**config.mk**
```make
export PLATFORM = sky130hd
export DESIGN_NAME = match_controller_flat
export DESIGN_NICKNAME = d
export VERILOG_FILES = /design/src/rtl/match_pkg.sv /design/src/rtl/match_controller_if.sv /design/src/rtl/win_tally.sv /design/src/rtl/match_controller.sv /design/src/flat_wrapper.sv
export SDC_FILE = /design/constraint.sdc
export NUM_CORES = 1
export LEC_CHECK = 0
export ABC_AREA = 1
export ABC_CLOCK_PERIOD_IN_PS = 1600
export CAP_MARGIN = 20
export CORE_UTILIZATION = 25
export CTS_BUF_LIST = sky130_fd_sc_hd__clkbuf_8
export DETAILED_ROUTE_END_ITERATION = 12
export MAX_ROUTING_LAYER = met4
export PLACE_DENSITY = 0.56
export SETUP_SLACK_MARGIN = 0.5
export SLEW_MARGIN = 20
export SYNTH_ARGS = -nofsm -noshare
export SYNTH_HDL_FRONTEND = slang
export SYNTH_HIERARCHICAL = 1
export SYNTH_SLANG_ARGS = --single-unit
```
**constraint.sdc**
```tcl
create_clock -name slow_clock -period 1.6 [get_ports slow_clock]
set_input_delay 0.24 -clock slow_clock [delete_from_list [all_inputs] [get_ports slow_clock]]
set_output_delay 0.24 -clock slow_clock [all_outputs]
set_load 0.03 [all_outputs]
```
**src/rtl/match_pkg.sv**
```systemverilog
// match_pkg: shared types and constants for the baccarat match controller.
// Holds the round-sequencing state encoding, counter width, default watchdog
// limit and the saturating-increment helper used by the score counters.
package match_pkg;

    localparam int CNT_W          = 4;
    localparam int WDOG_LIMIT_DEF = 12;

    typedef enum logic [2:0] {
        IDLE      = 3'd0,
        CLEAR     = 3'd1,
        DEAL      = 3'd2,
        SCORE     = 3'd3,
        HOLD      = 3'd4,
        MATCH_END = 3'd5
    } state_e;

    // Increment by one when en is set, sticking at the all-ones value.
    function automatic logic [CNT_W-1:0] sat_inc(input logic [CNT_W-1:0] v,
                                                 input logic             en);
        sat_inc = (en && (v != {CNT_W{1'b1}})) ? v + 1'b1 : v;
    endfunction

endpackage

```
**src/rtl/match_controller_if.sv**
```systemverilog
// match_controller_if: link between the match controller and the dealing FSM.
// master = controller side (drives reset/enable, reads round status and lights),
// slave  = dealing FSM side.
interface match_controller_if;

    logic round_done;
    logic player_win_light;
    logic dealer_win_light;
    logic round_rst_n;
    logic step_en;

    modport master (
        input  round_done, player_win_light, dealer_win_light,
        output round_rst_n, step_en
    );

    modport slave (
        output round_done, player_win_light, dealer_win_light,
        input  round_rst_n, step_en
    );

endinterface

```
**src/rtl/win_tally.sv**
```systemverilog
// win_tally: player/dealer/tie round counters for the match controller.
// Decodes the win lights on the SCORE cycle, saturates each counter at its
// maximum and flags when the updated player or dealer count reaches the
// match target. Ties never produce a match win.
module win_tally
    import match_pkg::*;
#(
    parameter int WINS_TO_MATCH = 5
) (
    input  logic             slow_clock,
    input  logic             resetb,
    input  logic             clr,
    input  logic             score,
    input  logic             player_light,
    input  logic             dealer_light,
    output logic [CNT_W-1:0] pwins,
    output logic [CNT_W-1:0] dwins,
    output logic [CNT_W-1:0] ties,
    output logic             win_p,
    output logic             win_d
);

    localparam logic [CNT_W-1:0] TARGET = CNT_W'(WINS_TO_MATCH);

    logic             p_inc, d_inc, t_inc;
    logic [CNT_W-1:0] pwins_nx, dwins_nx, ties_nx;

    // Light decode: one light is a win for that side, both is a tie,
    // neither is a void round that leaves every counter alone.
    always_comb begin
        p_inc    = score &  player_light & ~dealer_light;
        d_inc    = score & ~player_light &  dealer_light;
        t_inc    = score &  player_light &  dealer_light;
        pwins_nx = sat_inc(pwins, p_inc);
        dwins_nx = sat_inc(dwins, d_inc);
        ties_nx  = sat_inc(ties,  t_inc);
        win_p    = p_inc && (pwins_nx == TARGET);
        win_d    = d_inc && (dwins_nx == TARGET);
    end

    // Counter registers; cleared by reset or by the start of a new match.
    always_ff @(posedge slow_clock) begin
        if (!resetb || clr) begin
            pwins <= '0;
            dwins <= '0;
            ties  <= '0;
        end else begin
            pwins <= pwins_nx;
            dwins <= dwins_nx;
            ties  <= ties_nx;
        end
    end

endmodule

```
**src/rtl/match_controller.sv**
```systemverilog
// match_controller: sequences baccarat rounds on the dealing FSM and keeps
// the match score. The dealing FSM is held in reset between matches, pulsed
// through one reset cycle at each round start, and clock-enabled only while
// the round is being dealt. Optional watchdog: define MATCH_WDOG_EN to abort
// a round that never reaches END within WDOG_LIMIT deal cycles.
module match_controller
    import match_pkg::*;
#(
    parameter int WINS_TO_MATCH = 5,
    parameter int WDOG_LIMIT    = WDOG_LIMIT_DEF
) (
    input  logic                 slow_clock,
    input  logic                 resetb,
    input  logic                 deal_req,
    match_controller_if.master   dbus,
    output logic [CNT_W-1:0]     pwins,
    output logic [CNT_W-1:0]     dwins,
    output logic [CNT_W-1:0]     ties,
    output logic                 match_over,
    output logic                 match_player,
    output logic                 match_dealer,
    output logic                 fault
);

    localparam logic [2:0] ST_IDLE      = IDLE;
    localparam logic [2:0] ST_CLEAR     = CLEAR;
    localparam logic [2:0] ST_DEAL      = DEAL;
    localparam logic [2:0] ST_SCORE     = SCORE;
    localparam logic [2:0] ST_HOLD      = HOLD;
    localparam logic [2:0] ST_MATCH_END = MATCH_END;

    // Count value at which the last permitted deal cycle is running.
    localparam logic [CNT_W-1:0] WDOG_LAST = CNT_W'(WDOG_LIMIT - 1);

    logic [2:0] state, state_nx;
    logic       tally_clr, score_en, win_p, win_d, wdog_trip;

    assign tally_clr = (state == ST_MATCH_END) && deal_req;
    assign score_en  = (state == ST_SCORE);

    win_tally #(.WINS_TO_MATCH(WINS_TO_MATCH)) u_tally (
        .slow_clock   (slow_clock),
        .resetb       (resetb),
        .clr          (tally_clr),
        .score        (score_en),
        .player_light (dbus.player_win_light),
        .dealer_light (dbus.dealer_win_light),
        .pwins        (pwins),
        .dwins        (dwins),
        .ties         (ties),
        .win_p        (win_p),
        .win_d        (win_d)
    );

`ifdef MATCH_WDOG_EN
    logic [CNT_W-1:0] wdog_cnt;

    assign wdog_trip = (state == ST_DEAL) && !dbus.round_done && (wdog_cnt == WDOG_LAST);

    // Deal-cycle counter: zeroed in CLEAR so it starts fresh on DEAL entry.
    always_ff @(posedge slow_clock) begin
        if (!resetb || state == ST_CLEAR) wdog_cnt <= '0;
        else if (state == ST_DEAL)        wdog_cnt <= wdog_cnt + 1'b1;
    end

    // Fault flag: set on a watchdog abort, dropped by the next deal request.
    always_ff @(posedge slow_clock) begin
        if (!resetb)        fault <= 1'b0;
        else if (wdog_trip) fault <= 1'b1;
        else if (deal_req)  fault <= 1'b0;
    end
`else
    logic unused_wdog;

    assign unused_wdog = |WDOG_LAST;
    assign wdog_trip   = 1'b0;
    assign fault       = 1'b0;
`endif

    // Round sequencing; deal_req only matters in IDLE, HOLD and MATCH_END.
    always_comb begin
        state_nx = state;
        case (state)
            ST_IDLE:      if (deal_req) state_nx = ST_CLEAR;
            ST_CLEAR:     state_nx = ST_DEAL;
            ST_DEAL: begin
                if (dbus.round_done) state_nx = ST_SCORE;
                else if (wdog_trip)  state_nx = ST_HOLD;
            end
            ST_SCORE:     state_nx = (win_p || win_d) ? ST_MATCH_END : ST_HOLD;
            ST_HOLD:      if (deal_req) state_nx = ST_CLEAR;
            ST_MATCH_END: if (deal_req) state_nx = ST_IDLE;
            default:      state_nx = ST_IDLE;
        endcase
    end

    // State register.
    always_ff @(posedge slow_clock) begin
        if (!resetb) state <= ST_IDLE;
        else         state <= state_nx;
    end

    // Match winner flags, latched on the deciding SCORE cycle.
    always_ff @(posedge slow_clock) begin
        if (!resetb || tally_clr) begin
            match_player <= 1'b0;
            match_dealer <= 1'b0;
        end else if (score_en) begin
            if (win_p) match_player <= 1'b1;
            if (win_d) match_dealer <= 1'b1;
        end
    end

    // Moore outputs; the dealing FSM stays out of reset after a round so its
    // lights remain visible until the next round or match restart.
    always_comb begin
        dbus.round_rst_n = (state != ST_IDLE) && (state != ST_CLEAR);
        dbus.step_en     = (state == ST_DEAL);
        match_over       = (state == ST_MATCH_END);
    end

endmodule
```
**src/flat_wrapper.sv**
```systemverilog
// flat-port wrapper written by rule: the top's interface ports become plain ports
module match_controller_flat import match_pkg::*;
#(
    parameter int WINS_TO_MATCH = 5,
    parameter int WDOG_LIMIT    = WDOG_LIMIT_DEF
)
  (slow_clock, resetb, deal_req, pwins, dwins, ties, match_over, match_player, match_dealer, fault, dbus_round_done, dbus_player_win_light, dbus_dealer_win_light, dbus_round_rst_n, dbus_step_en);
  match_controller_if dbus_i ();
  input  logic slow_clock;
  input  logic resetb;
  input  logic deal_req;
  output logic [CNT_W-1:0] pwins;
  output logic [CNT_W-1:0] dwins;
  output logic [CNT_W-1:0] ties;
  output logic match_over;
  output logic match_player;
  output logic match_dealer;
  output logic fault;
  input wire logic [$bits(dbus_i.round_done)-1:0] dbus_round_done;
  input wire logic [$bits(dbus_i.player_win_light)-1:0] dbus_player_win_light;
  input wire logic [$bits(dbus_i.dealer_win_light)-1:0] dbus_dealer_win_light;
  output wire logic [$bits(dbus_i.round_rst_n)-1:0] dbus_round_rst_n;
  output wire logic [$bits(dbus_i.step_en)-1:0] dbus_step_en;
  assign dbus_i.round_done = dbus_round_done;
  assign dbus_i.player_win_light = dbus_player_win_light;
  assign dbus_i.dealer_win_light = dbus_dealer_win_light;
  assign dbus_round_rst_n = dbus_i.round_rst_n;
  assign dbus_step_en = dbus_i.step_en;
  match_controller #(.WINS_TO_MATCH(WINS_TO_MATCH), .WDOG_LIMIT(WDOG_LIMIT)) u_core (.slow_clock(slow_clock), .resetb(resetb), .deal_req(deal_req), .dbus(dbus_i), .pwins(pwins), .dwins(dwins), .ties(ties), .match_over(match_over), .match_player(match_player), .match_dealer(match_dealer), .fault(fault));
endmodule
```
==> flow_summary.toml <==
[flow_run]
cap_violations = 0

[worst_setup_path]
r2r-start = "u_core/state[0]$_SDFFE_PN0P_"
cp_max_fo = 5
cp.depth = 13
reg2reg_slack_ns = -0.14
endpoint_kind = "register"
regToRegEndpoint = "u_core/state[0]$_SDFFE_PN0P_"
cp.required_ns = 1.80
path_buf_inv = 1
start_kind = "register"
critPathSlowestCell = "dfxtp_2"
cp_cell_sequence = "nand2_2 -> nor2_4 -> nand2_2 -> nor2_4 -> nand2_4 -> o21ai_4 -> nand3_2 -> nor2_2 -> nand3b_1 -> nand2_1 -> inv_2 -> nand2_1 -> a21oi_2"
slowest_delay_ns = 0.35
ff2ff_path_depth = 13
path_class = "reg2reg"
cp.arrival_ns = 1.94
cp_top_family = "simple AND/OR/NAND/NOR gates"

[timing]
skew_ns = 0.00582
finalCritPeriodShare_pct = 109
finalMaxSlewViolations = 0
setup-tns-final_ns = -0.141
setup_viol = 1
clock.fmax_mhz = 575
whs_ns = 0.453
hold_viol = 0
setup_slack_ns = -0.141
post-route-min-period_ns = 1.74
rsz0062_at_grt = "yes"

[finish]
layout-drive-gt1-share_pct = 54.9
post-route-cell-area_um2 = 1730
final_cell_mix = "28 x buf_4, 27 x nand2_1, 16 x inv_1"
antenna_cells = 0
fillCellCount = 366
num-nets-final = 216
instances_no_fill = 254
final_util_pct = 46.6
final_common_cell = "buf_4"
multiInputGateArea_um2 = 663
seq_area_um2 = 379
syn_to_final_growth_pct = 75.5

[placed_design]
port_buffers = 22
place_congestion = 0.800
placedInstanceArea_um2 = 1440
dp_hpwl_um = 1900
dp_slack_ns = -0.329
place_inst = 233

[synth]
ys_warn_count = 6
synth_cell_types = 22
synth_edf_count = 0
yosys.area.top_type = "dfxtp_1"
seq_area_frac_synth_pct = 34.5
synthFlopType = "dfxtp_1"
async_flop_share_pct = 0
synth_cells = 147
syn_nets = 156
yosys-top-cells-area = "dfxtp_1 35%, nand2_1 13%, nand3_1 8.6%"
avgSynthCellArea_um2 = 6.71
netlist_area_um2 = 986
ys_ff_latch = 17
synth_top_area_share_pct = 34.5

[die]
initial_core_util_pct = 26.5
io_pins = 24
die_h_um = 64.8
rows = 22
die-area_um2 = 4200
core_um2 = 3720
die_w_um = 64.8

[clocking]
holdBufCountCts = 0
cts_sinks = 17
htree_levels = 1
cts_buffers = 3
root_buffer = "clkbuf_8"
cts_tree = "built"
insertion_delay_ns = 0.26
clk_pin_slew_ns = 0.08
clockBufferDepth = 2

[outcome]
violations = "setup timing"
status = "complete, but fails checks"

[detailed_routing]
drt_iter0_drc = 35
vias = 1117
drt_first_pass_iters = 4
drc_errors = 0
antenna_left = 0
viasPerCell = 4.40
drt_wl_total_um = 2840
wire_per_inst_um = 11.2

[min_path]
hold_path_class = "reg2reg"
hp-start = "u_core/match_dealer$_SDFFE_PP0P_"
whs_endpoint = "u_core/match_dealer$_SDFFE_PP0P_"
hold_depth = 2

[pwr]
pwr-share-clk_pct = 23.7
pwr-share-seq_pct = 32.9
comb_power_share_pct = 43.4
switchingPower_mw = 0.524
total_power_mw = 1.46
ir_drop_v = 0.000273
leakage_nw = 0.767
internal_power_mw = 0.933
p_sw_share_pct = 36.0
p_per_area_nw_per_um2 = 842

[global_route]
antenna_found_initial = 0
track_usage_pct = 12.9
grt_overflow = 0
grt_pass1_vias = 956
grt_max_degree = 12
grt_first_pass_wirelength_um = 4050
[tightest hold or removal path: stages, from the launching register on]
cell and delay [ns]:
dfxtp_1 0.31, inv_1 0.05, a21oi_1 0.05
[registers in the layout (all words and copies together), names as in the netlist]
| name | cells |
|---|---|
| u_core/match_dealer | 1 |
| u_core/match_player | 1 |
| u_core/state | 3 |
| u_core/u_tally/dwins | 4 |
| u_core/u_tally/pwins | 4 |
| u_core/u_tally/ties | 4 |
[power by group through the flow]
stage,combinational [mW],sequential (mW),clock (mW)
2_1_floorplan,0.229,0.503,0
3_3_place_gp,0.405,0.484,0
3_5_place_dp,0.403,0.484,0
4_1_cts,0.451,0.475,0.359
5_1_grt,0.683,0.482,0.376
6_report,0.632,0.479,0.345
[repair_timing]
action | 4_1_cts | 5_1_grt
setup buffers | 8 | 9
resized for setup | 112 | 45
pin swaps | 7 | 20
gates cloned | 0 | 0
endpoints found under the setup margin | 32 | 29
[cells by family (layout without fill, tap and decap cells)]
kind of cell / count (synthesis) / count (layout) / share of synthesized area, %
simple gates: 82 / 82 / 40.4
buf+inv: 26 / 85 / 10.3
flops: 17 / 17 / 34.5
compound gates: 15 / 15 / 7.99
fa+ha+maj: 3 / 3 / 3.81
xor+xnor: 3 / 3 / 2.67
other cells: 1 / 1 / 0.380
[cells in the mapped netlist, types with 3 or more instances]
master	instances
nand2_2	4
nand4_1	3
a21oi_1	11
nand3b_1	3
nor2_1	12
nand3_1	17
nor2_2	3
inv_2	3
dfxtp_1	17
ha_1	3
nand2_1	35
inv_1	22
[worst max-delay path by stage]
stage	endpoint	start	slack (ns)
finish	u_core/state[0]$_SDFFE_PN0P_	u_core/state[0]$_SDFFE_PN0P_	-0.14
global route	u_core/state[0]$_SDFFE_PN0P_	u_core/state[0]$_SDFFE_PN0P_	-0.27
CTS	u_core/state[0]$_SDFFE_PN0P_	u_core/state[0]$_SDFFE_PN0P_	-0.11
detailed placement	u_core/state[0]$_SDFFE_PN0P_	dbus_dealer_win_light	-0.33
global placement	u_core/state[0]$_SDFFE_PN0P_	dbus_player_win_light	-0.28
floorplan	u_core/state[0]$_SDFFE_PN0P_	u_core/state[1]$_SDFFE_PN0P_	0.007
[metal layers]
layer  wire [µm]  GRT usage (%)
met1        1180           14.5
met3          89           1.94
met2        1510           21.5
met5           0              -
met4          63           7.50
[final cells by class]
type	instances	area share, %
multi-input combinational	104	38.3
timing repair buffer	56	27.6
sequential	17	21.9
inverter	25	5.86
tap	48	3.47
clock buffer	3	2.39
clock inverter	1	0.434
Note: power is estimated with default switching activity, not from simulation.
